--- config.mk ---
export PLATFORM = sky130hd
export DESIGN_NAME = mulu_seq_x2y2_ctrl
export DESIGN_NICKNAME = d
export VERILOG_FILES = /design/src/rtl/mulu_pkg.sv /design/src/rtl/mulu_x2y2.sv /design/src/rtl/mulu_seq_x2y2_ctrl.sv
export SDC_FILE = /design/constraint.sdc
export NUM_CORES = 1
export LEC_CHECK = 0
export ABC_CLOCK_PERIOD_IN_PS = 4900
export CORE_MARGIN = 10
export CORE_UTILIZATION = 40
export CTS_BUF_LIST = sky130_fd_sc_hd__clkbuf_4 sky130_fd_sc_hd__clkbuf_8
export DETAILED_ROUTE_END_ITERATION = 10
export GPL_TIMING_DRIVEN = 0
export PLACE_DENSITY_LB_ADDON = 0.15
export SYNTH_ARGS = -nofsm -noshare
export SYNTH_HDL_FRONTEND = slang
export SYNTH_SLANG_ARGS = --single-unit
--- constraint.sdc ---
create_clock -name clk -period 4.9 [get_ports clk]
set_input_delay 0.98 -clock clk [delete_from_list [all_inputs] [get_ports clk]]
set_output_delay 0.98 -clock clk [all_outputs]
set_load 0.01 [all_outputs]
--- src/rtl/mulu_pkg.sv ---
// Shared types and constants for the digit-serial unsigned multiplier.
// Digit width and digit-count helper used by controller and tile builds.
package mulu_pkg;

  localparam int DIGIT_WIDTH = 2;

  typedef enum logic [1:0] {
    ST_IDLE = 2'd0,
    ST_BUSY = 2'd1,
    ST_DONE = 2'd2
  } state_t;

  function automatic int digit_count(input int width);
    return width / DIGIT_WIDTH;
  endfunction

endpackage

--- src/rtl/mulu_x2y2.sv ---
// Small unsigned multiplier tile, X_WIDTH x Y_WIDTH (2x2 in the controller).
// Latency: combinational, product valid in the same cycle as the operands.
// Backpressure: none; optional rdy output is tied high.
module mulu_x2y2 #(
  parameter int X_WIDTH = 2,
  parameter int Y_WIDTH = 2
) (
`ifdef HAS_SIGN
  output logic                       s,
`endif
`ifdef HAS_READY
  output logic                       rdy,
`endif
  input  logic [X_WIDTH-1:0]         a,
  input  logic [Y_WIDTH-1:0]         b,
  output logic [X_WIDTH+Y_WIDTH-1:0] p
);

  localparam int PW = X_WIDTH + Y_WIDTH;

  assign p = PW'(a) * PW'(b);

`ifdef HAS_SIGN
  assign s = 1'b0;
`endif
`ifdef HAS_READY
  assign rdy = 1'b1;
`endif

endmodule

--- src/rtl/mulu_seq_x2y2_ctrl.sv ---
// Wide unsigned multiplier built by walking 2-bit digit pairs through one 2x2 tile.
// Latency: NX*NY busy cycles; out_valid rises NX*NY+1 edges after accept.
// Backpressure: result held in DONE until out_ready; no accept while BUSY or DONE.
module mulu_seq_x2y2_ctrl
  import mulu_pkg::*;
#(
  parameter  int X_WIDTH = 8,
  parameter  int Y_WIDTH = 8,
  localparam int P_WIDTH = X_WIDTH + Y_WIDTH
) (
  input  logic               clk,
  input  logic               rst_n,
  input  logic               in_valid,
  output logic               in_ready,
  input  logic [X_WIDTH-1:0] x,
  input  logic [Y_WIDTH-1:0] y,
  input  logic               abort,
  output logic               out_valid,
  input  logic               out_ready,
  output logic [P_WIDTH-1:0] p,
  output logic               busy
);

  localparam int NX  = digit_count(X_WIDTH);
  localparam int NY  = digit_count(Y_WIDTH);
  localparam int IXW = (NX > 1) ? $clog2(NX) : 1;
  localparam int IYW = (NY > 1) ? $clog2(NY) : 1;
  localparam int SW  = $clog2(P_WIDTH);
  localparam int TW  = 2 * DIGIT_WIDTH;

  state_t               state_q, state_d;
  logic [X_WIDTH-1:0]   x_r;
  logic [Y_WIDTH-1:0]   y_r;
  logic [P_WIDTH-1:0]   acc;
  logic [IXW-1:0]       ix;
  logic [IYW-1:0]       iy;
  logic                 accept;
  logic                 step;
  logic                 cancel;
  logic                 ix_last;
  logic                 iy_last;
  logic [DIGIT_WIDTH-1:0] x_dig;
  logic [DIGIT_WIDTH-1:0] y_dig;
  logic [TW-1:0]        tile_p;
  logic [SW-1:0]        shamt;
  logic [P_WIDTH-1:0]   term;

  assign ix_last = (ix == IXW'(NX - 1));
  assign iy_last = (iy == IYW'(NY - 1));

  assign x_dig = x_r[{ix, 1'b0} +: DIGIT_WIDTH];
  assign y_dig = y_r[{iy, 1'b0} +: DIGIT_WIDTH];

  mulu_x2y2 #(
    .X_WIDTH(DIGIT_WIDTH),
    .Y_WIDTH(DIGIT_WIDTH)
  ) u_tile (
`ifdef HAS_SIGN
    .s   (),
`endif
`ifdef HAS_READY
    .rdy (),
`endif
    .a   (x_dig),
    .b   (y_dig),
    .p   (tile_p)
  );

  // Digit weight is 4^(ix+iy); max shift P_WIDTH-4 fits in SW bits.
  assign shamt = (SW'(ix) + SW'(iy)) << 1;
  assign term  = P_WIDTH'(tile_p) << shamt;

  always_comb begin
    state_d   = state_q;
    accept    = 1'b0;
    step      = 1'b0;
    cancel    = 1'b0;
    in_ready  = 1'b0;
    busy      = 1'b0;
    out_valid = 1'b0;
    case (state_q)
      ST_IDLE: begin
        in_ready = 1'b1;
        if (in_valid && !abort) begin
          accept  = 1'b1;
          state_d = ST_BUSY;
        end
      end
      ST_BUSY: begin
        busy = 1'b1;
        if (abort) begin
          cancel  = 1'b1;
          state_d = ST_IDLE;
        end else begin
          step = 1'b1;
          if (ix_last && iy_last) state_d = ST_DONE;
        end
      end
      ST_DONE: begin
        out_valid = 1'b1;
        if (abort) begin
          cancel  = 1'b1;
          state_d = ST_IDLE;
        end else if (out_ready) begin
          state_d = ST_IDLE;
        end
      end
      default: state_d = ST_IDLE;
    endcase
  end

  always_ff @(posedge clk) begin
    if (!rst_n) begin
      state_q <= ST_IDLE;
    end else begin
      state_q <= state_d;
    end
  end

  always_ff @(posedge clk) begin
    if (!rst_n) begin
      x_r <= '0;
      y_r <= '0;
      acc <= '0;
      ix  <= '0;
      iy  <= '0;
    end else if (cancel) begin
      acc <= '0;
      ix  <= '0;
      iy  <= '0;
    end else if (accept) begin
      x_r <= x;
      y_r <= y;
      acc <= '0;
      ix  <= '0;
      iy  <= '0;
    end else if (step) begin
      acc <= acc + term;
      if (ix_last) begin
        ix <= '0;
        iy <= iy_last ? '0 : iy + 1'b1;
      end else begin
        ix <= ix + 1'b1;
      end
    end
  end

  assign p = out_valid ? acc : '0;

endmodule

==> metrics.txt <==
outcome finished clean; Resized cells post-CTS 0; power density cells 269 nW/um2; Final setup viols 0; Avg Cell Area, Syn 7.71 um2; first-pass GRT wire length 11.9 mm; largest family of logic cells by synthesized area simple AND/OR/NAND/NOR gates; initial antenna violation count 0; Worst-Margin Slew 0.562 ns; EDFF count, synth 0; syn nets 397; Syn Std Cell Area 2700 um2; 1st-iter DRT viols 167; endpoint type of the worst setup path register; Avg Vias per Cell 5.34; Yosys top cell area share 28.2%; Synth Area in Simple Gates 27.2%; synth cell count leaders nand2_1, dfxtp_1, a21oi_1, ha_1, nor2_1; synthesis-stage register bit count 38; Synth Area in XOR/XNOR 3.24%; post-synthesis compound-gate area fraction 20.2%; Hold Crit Class reg -> reg; Worst EP arrival 4.41 ns; Num CTS Buffers 5; Synth cell types 45; period utilization 85.4%; final core occ 50.8%; most frequent cell after synthesis nand2_1; CP Max Fanout 6; Tmin final 4.18 ns; post-synthesis cell count 350; share of cells above drive strength 1 6.05%; Top Family by Delay on Critical Path compound AO/OA/AOI/OAI gates; Max stage delay on crit path 0.60 ns; Initial Util 41.8%; via count 2530; H-tree levels 2; Die Height 102 um; most used cell, CP ha_1; reg2reg start iy[0]; Port Buffers 39; Cells on Worst Hold Path 2; largest net degree at the start of global routing 13; CTS tree done; R2R cell count 15; Antenna Nets Post-Route 0; Final Skew 0.0109 ns; grt total ovfl 0; unrepaired setup endpoints after global routing false; setup slack, reg-to-reg 0.72 ns; hold buffers post-CTS 0; largest cells by area after synthesis dfxtp_1, ha_1, nand2_1, a21oi_1, a21boi_0; deepest clock path buffer count 2; fin. max-slew vios 0; num rows 29; yosys warns 0; root buffer cell clkbuf_8; Reg clk slew, reported paths 0.08 ns; WL final 7.04 mm; clock tree sinks 38; WL per Instance 14.8 um; fraction of synthesis flops using an asynchronous set or reset pin 0%; TritonRoute pass-1 iters 4; Worst slew margin 62.4%; vias in the first global route 2467; gpl congestion 0.911; Max Clk Rate 239 MHz; Residual DRC 0; worst setup path class reg -> reg; mux cell area share after synthesis 4.49%; ANT cells 0; Lkg Pwr 1.28 nW; total power 0.000882 W; worst path bufs/invs 0; crit path max-delay cell type mux4_2; VDD IR max 0.000208 V; DIE AREA 10400 um2; Die Span X 102 um; DP HPWL 5.52 mm; I/O Pins 40; layout net count 443; post-synthesis sequential area ratio 28.2%; setup repair bufs after CTS 0; Max Cap Viol 0; clock latency on the worst-skew pair 0.29 ns; Setup TNS Final 0 ns; HP Start x_r[6]; Worst Hold End x_r[6]; Hold Fails Final Rpt 0; area leader, netlist dfxtp_1; core area 6460 um2; WP data required 5.13 ns; critical-path cell list mux4_2 > and2_1 > ha_1 > ha_1 > nor2b_1 > a31oi_1 > nor2_1 > ha_1 > a21oi_1 > o21bai_1 > a2111oi_0 > o21ai_1 > xor2_1 > nand2_1 > a21oi_1; Area Overhead vs Synth 21.5%; most common flop cell mapped by yosys dfxtp_1; GRT Overall Usage 14.1%; Synth Area in Adders 12.6%; reg2reg end acc[13]; Critical Path Source Type register; worst hold margin 0.465 ns
cells in the final DEF, fill, tap and decap left out, drive strengths merged, types with 6 or more instances in the layout:
cell           count
a21boi            16
a21o               7
a21oi             25
and2              19
clkbuf            18
clkdlybuf4s50     39
dfxtp             38
ha                24
inv               14
nand2             71
nand3              8
nor2              25
nor2b              6
o21ai             17
xnor2              7
power by group:
| group | switching [W] | internal, W |
|---|---|---|
| Combinational | 0.000179 | 0.000114 |
| Sequential | 0.0000201 | 0.000336 |
| Clock | 0.000119 | 0.000113 |
worst max path at each step:
stage               startpoint  endpoint  cells past startpoint
floorplan                ix[0]   acc[13]                     15
global placement         iy[0]   acc[13]                     15
detailed placement       iy[0]   acc[13]                     15
CTS                      iy[0]   acc[13]                     15
global route             iy[0]   acc[13]                     15
finish                   iy[0]   acc[13]                     15
layout make-up:
| type | count | area (um2) |
|---|---|---|
| tap | 77 | 96.3 |
| inverter | 14 | 52.6 |
| sequential | 38 | 761 |
| clock inverter | 2 | 12.5 |
| fill | 658 | 3180 |
| buffer | 15 | 60.1 |
| timing repair buffer | 39 | 390 |
| clock buffer | 6 | 82.6 |
| multi-input combinational | 283 | 1830 |
layer usage:
metal  track usage (%)  part of all wire (%)  vias up
li1                  -                     -     1307
met1              19.2                    49     1163
met2              22.1                    45       56
met3              3.58                   5.4        4
met4              2.60                  0.54        0
met5                 0                     0        -
registers in the layout, summed over array words and instances (netlist names):
signal   count
acc         16
iy           2
ix           2
state_q      2
y_r          8
x_r          8
metrics by stage:
stage	instance area [um2]	cells	setup slack [ns]
detailed placement	3190	466	0.796
finish	3280	474	0.715
floorplan	2700	350	1.35
CTS	3280	474	0.745
global placement	3190	466	0.794
global route	3280	474	0.434
worst reg2reg max path, cell delays in order, from the launching register on:
cell and delay, ns:
dfxtp_1 0.49, mux4_2 0.60, and2_1 0.17, ha_1 0.18, ha_1 0.31, nor2b_1 0.14, a31oi_1 0.32, nor2_1 0.10
ha_1 0.38, a21oi_1 0.30, o21bai_1 0.13, a2111oi_0 0.47, o21ai_1 0.14, xor2_1 0.16, nand2_1 0.07, a21oi_1 0.17
logic make-up after synthesis:
family | after synthesis
flops | 38
xor+xnor | 10
simple gates | 154
buf+inv | 29
compound gates | 86
fa+ha+maj | 26
mux | 7
No activity file was read; power rests on OpenSTA's default activity.
